--- src/rtl/ptp_ts_collect_pkg.sv ---
// Shared widths, timestamp layout and FSM encoding for the PTP slave exchange sequencer.
package ptp_ts_collect_pkg;

    localparam int TS_W       = 48;
    localparam int CYC_W      = 17;
    localparam int MS_W       = 31;
    localparam int CYC_PER_MS = 125000;
    localparam int TMR_W      = 24;

    typedef struct packed {
        logic [MS_W-1:0]  ms;
        logic [CYC_W-1:0] cyc;
    } ts_t;

    typedef enum logic [2:0] {
        IDLE      = 3'd0,
        WAIT_DLY  = 3'd1,
        WAIT_TX   = 3'd2,
        WAIT_RESP = 3'd3,
        DONE      = 3'd4
    } state_e;

    function automatic logic cyc_in_range(input logic [CYC_W-1:0] cyc);
        return cyc < CYC_W'(CYC_PER_MS);
    endfunction

endpackage

--- src/rtl/ptp_ts_collect_timer.sv ---
// Loadable down-counter; done is high in the cycle the count sits at zero, then it stops.
// Latency: load value N gives done N cycles after the load edge; no backpressure.
// Backpressure: none; load overrides clear, which overrides counting.
module ptp_ts_collect_timer
    import ptp_ts_collect_pkg::*;
#(
    parameter int W = TMR_W
) (
    input  logic         clk,
    input  logic         reset,
    input  logic         load,
    input  logic [W-1:0] load_val,
    input  logic         clear,
    output logic         done
);

    logic [W-1:0] cnt;
    logic         running;

    always_ff @(posedge clk or negedge reset) begin
        if (!reset) begin
            cnt     <= '0;
            running <= 1'b0;
        end else if (load) begin
            cnt     <= load_val;
            running <= 1'b1;
        end else if (clear || (running && cnt == '0)) begin
            running <= 1'b0;
        end else if (running) begin
            cnt <= cnt - 1'b1;
        end
    end

    assign done = running && (cnt == '0);

endmodule

--- src/rtl/ptp_ts_collect.sv ---
// Slave-side PTP exchange sequencer: Sync -> Delay_Req -> TX timestamp -> Delay_Resp, emits t1..t4 strobes.
// Latency: ts_2_record/ts_1_valid 1 cycle after Sync, send_dreq DREQ_DELAY cycles after, status_ok 2 after ts_4_valid.
// Backpressure: none; events in unexpected states are dropped. Optional cyc range check: PTP_TS_RANGE_CHECK_EN.
module ptp_ts_collect
    import ptp_ts_collect_pkg::*;
#(
    parameter int DREQ_DELAY  = 16,
    parameter int TIMEOUT_CYC = 2500000,
    parameter int SEQ_W       = 16
) (
    input  logic             clk,
    input  logic             reset,
    input  logic             m_or_s,
    input  logic             rx_sync_valid,
    input  logic [SEQ_W-1:0] rx_sync_seq,
    input  logic [TS_W-1:0]  rx_sync_ts,
    input  logic             tx_dreq_ts_valid,
    input  logic [TS_W-1:0]  tx_dreq_ts,
    input  logic             rx_dresp_valid,
    input  logic [SEQ_W-1:0] rx_dresp_seq,
    input  logic [TS_W-1:0]  rx_dresp_ts,
    output logic             send_dreq,
    output logic [SEQ_W-1:0] dreq_seq,
    output logic             ts_2_record,
    output logic             ts_1_valid,
    output logic [TS_W-1:0]  ts_1,
    output logic             ts_3_valid,
    output logic [TS_W-1:0]  ts_3,
    output logic             ts_4_valid,
    output logic [TS_W-1:0]  ts_4,
    output logic             status_ok,
    output logic             timeout_err,
    output logic [31:0]      exch_cnt
);

    localparam logic [TMR_W-1:0] DLY_LOAD  = TMR_W'(DREQ_DELAY - 1);
    localparam logic [TMR_W-1:0] TO_LOAD   = TMR_W'(TIMEOUT_CYC - 1);
    localparam logic [TMR_W-1:0] SETTLE_LD = TMR_W'(1);

    state_e           state, state_nxt;
    logic [SEQ_W-1:0] seq_q;
    logic             t1_ok, t3_ok, t4_ok;
    logic             take_sync, take_tx, take_resp, abort_err, ok_set, dreq_fire;
    logic             dly_load, dly_done, to_done, tmr_clear;
    logic [TMR_W-1:0] dly_val;

`ifdef PTP_TS_RANGE_CHECK_EN
    assign t1_ok = cyc_in_range(rx_sync_ts[CYC_W-1:0]);
    assign t3_ok = cyc_in_range(tx_dreq_ts[CYC_W-1:0]);
    assign t4_ok = cyc_in_range(rx_dresp_ts[CYC_W-1:0]);
`else
    assign t1_ok = 1'b1;
    assign t3_ok = 1'b1;
    assign t4_ok = 1'b1;
`endif

    always_ff @(posedge clk or negedge reset) begin
        if (!reset) begin
            state <= IDLE;
        end else begin
            state <= state_nxt;
        end
    end

    always_comb begin
        state_nxt = state;
        take_sync = 1'b0;
        take_tx   = 1'b0;
        take_resp = 1'b0;
        abort_err = 1'b0;
        ok_set    = 1'b0;
        dreq_fire = 1'b0;
        if (m_or_s) begin
            state_nxt = IDLE;
        end else if (rx_sync_valid) begin
            // A Sync in any state (re)starts the exchange from scratch.
            if (t1_ok) begin
                take_sync = 1'b1;
                state_nxt = WAIT_DLY;
            end else begin
                abort_err = 1'b1;
                state_nxt = IDLE;
            end
        end else begin
            case (state)
                IDLE: ;
                WAIT_DLY: begin
                    if (to_done) begin
                        abort_err = 1'b1;
                        state_nxt = IDLE;
                    end else if (dly_done) begin
                        dreq_fire = 1'b1;
                        state_nxt = WAIT_TX;
                    end
                end
                WAIT_TX: begin
                    if (to_done || (tx_dreq_ts_valid && !t3_ok)) begin
                        abort_err = 1'b1;
                        state_nxt = IDLE;
                    end else if (tx_dreq_ts_valid) begin
                        take_tx   = 1'b1;
                        state_nxt = WAIT_RESP;
                    end
                end
                WAIT_RESP: begin
                    if (to_done) begin
                        abort_err = 1'b1;
                        state_nxt = IDLE;
                    end else if (rx_dresp_valid && rx_dresp_seq == seq_q) begin
                        if (t4_ok) begin
                            take_resp = 1'b1;
                            state_nxt = DONE;
                        end else begin
                            abort_err = 1'b1;
                            state_nxt = IDLE;
                        end
                    end
                end
                DONE: begin
                    if (dly_done) begin
                        ok_set    = 1'b1;
                        state_nxt = IDLE;
                    end
                end
                default: state_nxt = IDLE;
            endcase
        end
    end

    // The delay timer doubles as the settle counter between ts_4_valid and status_ok.
    assign dly_load  = take_sync || take_resp;
    assign dly_val   = take_resp ? SETTLE_LD : DLY_LOAD;
    assign tmr_clear = (state_nxt == IDLE);

    ptp_ts_collect_timer #(.W(TMR_W)) u_dly_tmr (
        .clk      (clk),
        .reset    (reset),
        .load     (dly_load),
        .load_val (dly_val),
        .clear    (tmr_clear),
        .done     (dly_done)
    );

    ptp_ts_collect_timer #(.W(TMR_W)) u_to_tmr (
        .clk      (clk),
        .reset    (reset),
        .load     (take_sync),
        .load_val (TO_LOAD),
        .clear    (tmr_clear),
        .done     (to_done)
    );

    always_ff @(posedge clk or negedge reset) begin
        if (!reset) begin
            ts_2_record <= 1'b0;
            ts_1_valid  <= 1'b0;
            ts_3_valid  <= 1'b0;
            ts_4_valid  <= 1'b0;
            status_ok   <= 1'b0;
            timeout_err <= 1'b0;
            seq_q       <= '0;
            ts_1        <= '0;
            ts_3        <= '0;
            ts_4        <= '0;
            exch_cnt    <= '0;
        end else begin
            ts_2_record <= take_sync;
            ts_1_valid  <= take_sync;
            ts_3_valid  <= take_tx;
            ts_4_valid  <= take_resp;
            status_ok   <= ok_set;
            timeout_err <= abort_err;
            if (take_sync) begin
                seq_q <= rx_sync_seq;
                ts_1  <= rx_sync_ts;
            end
            if (take_tx) begin
                ts_3 <= tx_dreq_ts;
            end
            if (take_resp) begin
                ts_4 <= rx_dresp_ts;
            end
            if (ok_set) begin
                exch_cnt <= exch_cnt + 32'd1;
            end
        end
    end

    assign send_dreq = dreq_fire;
    assign dreq_seq  = seq_q;

endmodule

--- config.mk ---
export PLATFORM = sky130hd
export DESIGN_NAME = ptp_ts_collect
export DESIGN_NICKNAME = d
export VERILOG_FILES = /design/src/rtl/ptp_ts_collect_pkg.sv /design/src/rtl/ptp_ts_collect_timer.sv /design/src/rtl/ptp_ts_collect.sv
export SDC_FILE = /design/constraint.sdc
export NUM_CORES = 1
export LEC_CHECK = 0
export BUFFER_PORTS_ARGS = -buffer_cell sky130_fd_sc_hd__buf_2
export CORE_ASPECT_RATIO = 0.7
export CORE_MARGIN = 2
export CORE_UTILIZATION = 35
export CTS_CLUSTER_DIAMETER = 30
export DETAILED_ROUTE_END_ITERATION = 10
export GPL_ROUTABILITY_DRIVEN = 0
export PLACE_DENSITY_LB_ADDON = 0.3
export REMOVE_ABC_BUFFERS = 1
export SYNTH_ARGS = -nofsm -noshare
export SYNTH_HDL_FRONTEND = slang
export SYNTH_SLANG_ARGS = --single-unit
--- constraint.sdc ---
create_clock -name clk -period 4.8 [get_ports clk]
set_input_delay 0.48 -clock clk [delete_from_list [all_inputs] [get_ports clk]]
set_output_delay 0.48 -clock clk [all_outputs]
set_load 0.03 [all_outputs]
# Word level (Yosys, flattened, before mapping)
# Index checks and enable logic that the tools add are counted.
[op_classes]
n_addsub = 3
n_eq_ne = 7
n_mux = 45
n_reduce_logical = 17
[ops]
columns = ["cell", "n"]
rows = [
  ["$mux 24", 6],
  ["$logic_not 24->1", 2],
  ["$sub 24x1->24 const B", 2],
  ["$add 32x1->32 const B", 1],
  ["$mux 1", 28],
  ["$mux 3", 9],
  ["$eq 16x16->1", 1],
  ["$pmux 3 s5", 1],
  ["$reduce_bool 2->1", 4],
  ["$eq 3x2->1 const B", 2],
  ["$logic_not 3->1", 2],
  ["$mux 4", 1],
  ["$ne 2x2->1 const B", 2],
  ["$reduce_and 2->1", 2],
  ["$eq 3x1->1 const B", 1],
  ["$eq 3x3->1 const B", 1],
  ["$logic_and 1x1->1", 3],
  ["$logic_or 1x1->1", 3],
  ["$reduce_or 3->1", 1],
]
[word_totals]
register_bits = 250
input_bits = 182
out_inout_bits = 199
wordCells = 87

# Logic depth before layout (Yosys ltp)
[logic_depth]
ltp_word = 11
ltp_mapped = 13

# Hierarchy
# Synthesis repeated with hierarchy kept, for this count alone.
[unflattened]
hier_cells = 907
area_unflattened_um2 = 11546.1
[modules_own_cells]
columns = ["module", "n_inst", "cells_per_inst", "area_each_um2", "seq_area_each_um2"]
rows = [
  ["ptp_ts_collect", 1, 529, 8169.1, 5004.8],
  ["ptp_ts_collect_timer at u_dly_tmr", 1, 198, 1707.9, 625.6],
  ["ptp_ts_collect_timer at u_to_tmr", 1, 180, 1669.1, 625.6],
]

# Least setup slack after synthesis
# No wires, ideal clock.
[synth_path]
kind = "reg-to-output"
start = "register u_dly_tmr.cnt[14]"
end = "output send_dreq"
arrival_time_ns = 2.344
required_time_ns = 4.320
path_slack_ns = 1.976
path_stages_with_launch = 6
path_cell_list = "dfrtp_1 -> or4_1 -> buf_2 -> nor3_4 -> nand3_2 -> nor4_1"
[synth_via]
elab_chain_cells = 7
[synth_rtl]
columns = ["element", "line", "source"]
rows = [
  ["from (decl)", "ptp_ts_collect_timer.sv:17", "logic [W-1:0] cnt;"],
  ["from (signal assigned)", "ptp_ts_collect_timer.sv:25", "cnt <= load_val;"],
  ["from (signal assigned)", "ptp_ts_collect_timer.sv:30", "cnt <= cnt - 1'b1;"],
  ["$logic_not 24->1", "ptp_ts_collect_timer.sv:34", "assign done = running && (cnt == '0);"],
  ["$logic_and 1x1->1", "ptp_ts_collect_timer.sv:34", ""],
  ["$mux 1", "ptp_ts_collect.sv:91", "end else if (dly_done) begin"],
  ["$mux 1", "ptp_ts_collect.sv:88", "if (to_done) begin"],
  ["$mux 1", "ptp_ts_collect.sv:85", "case (state)"],
  ["$mux 1", "ptp_ts_collect.sv:75", "end else if (rx_sync_valid) begin"],
  ["$mux 1", "ptp_ts_collect.sv:73", "if (m_or_s) begin"],
  ["to (decl)", "ptp_ts_collect.sv:22", "output logic send_dreq,"],
]
# No other way between the ends.

# Worst setup path in the final report
[layout_path]
start = "register u_to_tmr.cnt[10]"
end = "register u_dly_tmr.cnt[22]"
[layout_via]
elab_chain_cells = 10
word_cells_on_any_way = 19
classes_between = "eq/ne: 1; mux: 11; reduce/logical: 7"
[layout_rtl]
columns = ["element", "line", "source"]
rows = [
  ["from (decl)", "ptp_ts_collect_timer.sv:17", ""],
  ["from (signal assigned)", "ptp_ts_collect_timer.sv:25", ""],
  ["from (signal assigned)", "ptp_ts_collect_timer.sv:30", ""],
  ["$logic_not 24->1 (*)", "ptp_ts_collect_timer.sv:34", ""],
  ["$logic_and 1x1->1 (*)", "ptp_ts_collect_timer.sv:34", ""],
  ["$mux 3, on equally long branches", "ptp_ts_collect.sv:106, ptp_ts_collect.sv:88, ptp_ts_collect.sv:97", ""],
  ["$pmux 3 s5", "ptp_ts_collect.sv:85", ""],
  ["$mux 3", "ptp_ts_collect.sv:75", ""],
  ["$mux 3", "ptp_ts_collect.sv:73", ""],
  ["$logic_not 3->1", "ptp_ts_collect.sv:133", "assign tmr_clear = (state_nxt == IDLE);"],
  ["$logic_or 1x1->1", "ptp_ts_collect_timer.sv:27", "end else if (clear || (running && cnt == '0)) begin"],
  ["$ne 2x2->1 (no source line)", "n/a", ""],
  ["$reduce_and 2->1 (no source line)", "n/a", ""],
]
# Mark *: on every way between the ends. The rest lies on a longest branch, timed or not.
# A chain may end at the register's enable or synchronous reset.

==> results.cfg <==
[status]
outcome = complete, no violations

[final_layout]
synthToLayoutAreaGrowth_pct = 37.9
nets = 1549
final_layout_size_suffix_gt1_share_pct = 42.4
fin_area_sq_mm = 0.0149
fill_cells = 2760
fin_util_pct = 49.2
instances_no_fill = 1814

[global_routing]
grt_max_degree = 116
met3_usage_pct = 6.07
grt_overflow = 0
busiest_layer = met2
grt_usage_pct = 18.9
antenna_found_initial = 6
use_met1_pct = 25.1
grtUsageMet2_pct = 28.8
grt_pass1_wl_mm = 47.6
grt_pass1_vias = 8635

[routing]
ant_nets = 0
routed_via_density = 4.81
drc = 0
wl_mm = 30.7
drtPass1Iterations = 4
wl_per_cell_um = 16.9
drt_iter0_markers = 393
vias = 8732

[clock_network]
path_clk_slew_ps = 50
h-tree-depth = 2
numClockSinks = 250
root_buffer = clkbuf_16
cts_buffer_depth = 3
cts_buffers = 47
insertion_delay_ps = 550
cts_tree = built

[place]
place_area_sq_mm = 0.0131
dp_slack_ps = 1160
placedCellCount = 1724
io_buffers = 380
place_hpwl_mm = 21.6

[logic_synthesis]
syn_area_sq_mm = 0.0108
ys_warn_count = 0
synth-edff-count = 0
ys_ff_latch = 250
synthFlopType = dfrtp_1
synth_cells = 969
synth_seq_area_share_pct = 58.1
synth_area_per_cell_sq_um = 11.1
synthArstFlopShare_pct = 100
ys_types = 63

[setup_path]
crit_required_ps = 5200
end_kind = flop
setup.worst_path.class = flop to flop
cp.arrival_ps = 3950
path_max_fanout = 52
critPathLaunchType = flop

[floorplan]
die_area_sq_mm = 0.0322
die_x_um = 214
start_util_pct = 35.7
num_io_pins = 381
die_y_um = 151
rows = 53
core_area_sq_mm = 0.0302

[sta]
period_share_pct = 73.8
setup_viol = 0
clock_skew_ps = 18.3
hold_viol = 0
rsz0062_at_grt = no
layout_setup_ws_ps = 1260
hold_slack_ps = 119
worstMarginPinSlew_ps = 933
maxSlewHeadroom_pct = 37.8
min_period_ps = 3540
fin_setup_tns_ps = 0
fmax_mhz = 282
drv_slew = 0

[pwr]
total_power_mw = 6.35
p_per_area_mw_per_mm2 = 427
peakVddDrop_uv = 331
power.leakage_nw = 7.90

[hold_path]
hp-class = input pin to flop

[job]
maxCapViolCount = 0
==> synthesized netlist by cell type, types with 10 or more instances <==
master,number,area [sq um]
a21oi_1,25,125
and3_1,10,62.6
clkbuf_1,27,101
dfrtp_1,250,6260
mux2_2,97,1090
nand2_1,231,867
nand3_1,22,110
nor2_1,40,150
nor4_1,14,87.6
o21ai_0,16,80.1
o21ai_1,13,65.1
or3_1,27,169
or4_1,14,105
xnor2_1,25,219
xor2_1,29,254
==> report_power, final <==
group	switching, mW	leakage, nW	total [mW]	internal (mW)
sequential	0.0469	3.31	2.23	2.19
combinational	0.332	3.73	0.487	0.155
clock	1.14	0.858	3.63	2.48
total	1.52	7.90	6.35	4.83
==> final cells by class <==
cell class              count  area (sq um)  share of cell area [%]
diodes                      2          5.00                  0.0337
clock buffers              59          1310                    8.84
clock inverters            28           455                    3.07
inverters                   9          36.3                   0.244
multi-input cells         667          4290                    28.9
flip-flops and latches    250          6260                    42.1
well taps                 412           515                    3.47
repair buffers            387          1980                    13.3
==> path summary, 6_finish.rpt <==
kind	start	end	slack (ps)	cells past startpoint
worst max-delay path	u_to_tmr.cnt[10]	u_dly_tmr.cnt[22]	1260	9
worst min-delay path	rx_sync_ts[5]	ts_1[5]	120	3
worst max register to register	u_to_tmr.cnt[10]	u_dly_tmr.cnt[22]	1260	9
worst min register to register	ts_1[17]	ts_1[17]	460	2
max in group asynchronous	reset	ts_3[32]	3160	3
min in group asynchronous	reset	u_to_tmr.cnt[12]	550	2
==> cells by family (layout without fill, tap and decap cells) <==
kind of cell / Yosys count / after routing / share of synthesized area [%]
flops: 250 / 250 / 58.1
xor+xnor: 54 / 54 / 4.39
simple gates: 418 / 418 / 18.7
mux: 99 / 99 / 10.3
fa+ha+maj: 5 / 5 / 0.581
compound gates: 91 / 91 / 5.72
other cells: 0 / 2 / 0
buf+inv: 52 / 483 / 2.17
==> critical path, stage by stage (launching register included) <==
cell      delay (ps)
dfrtp_1          430
nor4_1           420
nand4_1          470
nor2_1           430
nor4_4            90
buf_4            330
nor3_1           620
a21boi_0         350
nand4b_1         180
a21oi_1           80
==> per-layer routing <==
| layer | vias to the layer above | part of all wire, % |
|---|---|---|
| li1 | 4132 | - |
| met1 | 4252 | 43 |
| met2 | 267 | 46 |
| met3 | 75 | 6.8 |
| met4 | 6 | 3.1 |
| met5 | - | 0.12 |
==> timing repair <==
item	4_1_cts	5_1_grt
setup buffers	0	0
endpoints found under the hold margin	7	0
gates resized for setup	0	0
hold buffers	1	0
==> registers in the layout, summed over array words and instances, names as in the netlist, 3 cells and up <==
| signal | count |
|---|---|
| exch_cnt | 32 |
| dreq_seq | 16 |
| u_to_tmr.cnt | 24 |
| ts_4 | 48 |
| state | 3 |
| ts_3 | 48 |
| u_dly_tmr.cnt | 24 |
| ts_1 | 48 |
==> cell usage in the layout, fill, tap and decap left out, types with 4 or more instances in the layout <==
cell type / count
nand4_1: 7
clkbuf_8: 7
buf_4: 5
nand2_1: 231
nand3_1: 22
clkbuf_16: 48
nand4b_1: 5
a21oi_1: 25
nor2_1: 40
nand2b_1: 6
or2_2: 8
ha_1: 5
clkinvlp_4: 4
clkinv_2: 8
or4_1: 14
nor4_1: 14
inv_1: 7
o31ai_1: 8
and3_1: 10
xnor2_1: 25
bufinv_16: 10
buf_2: 379
clkbuf_1: 4
o21ai_1: 13
nor3_1: 8
o21ai_0: 16
o21a_1: 5
dfrtp_1: 250
mux2_2: 97
or3_1: 27
xor2_1: 29
Power figures use the tool's default switching activity.
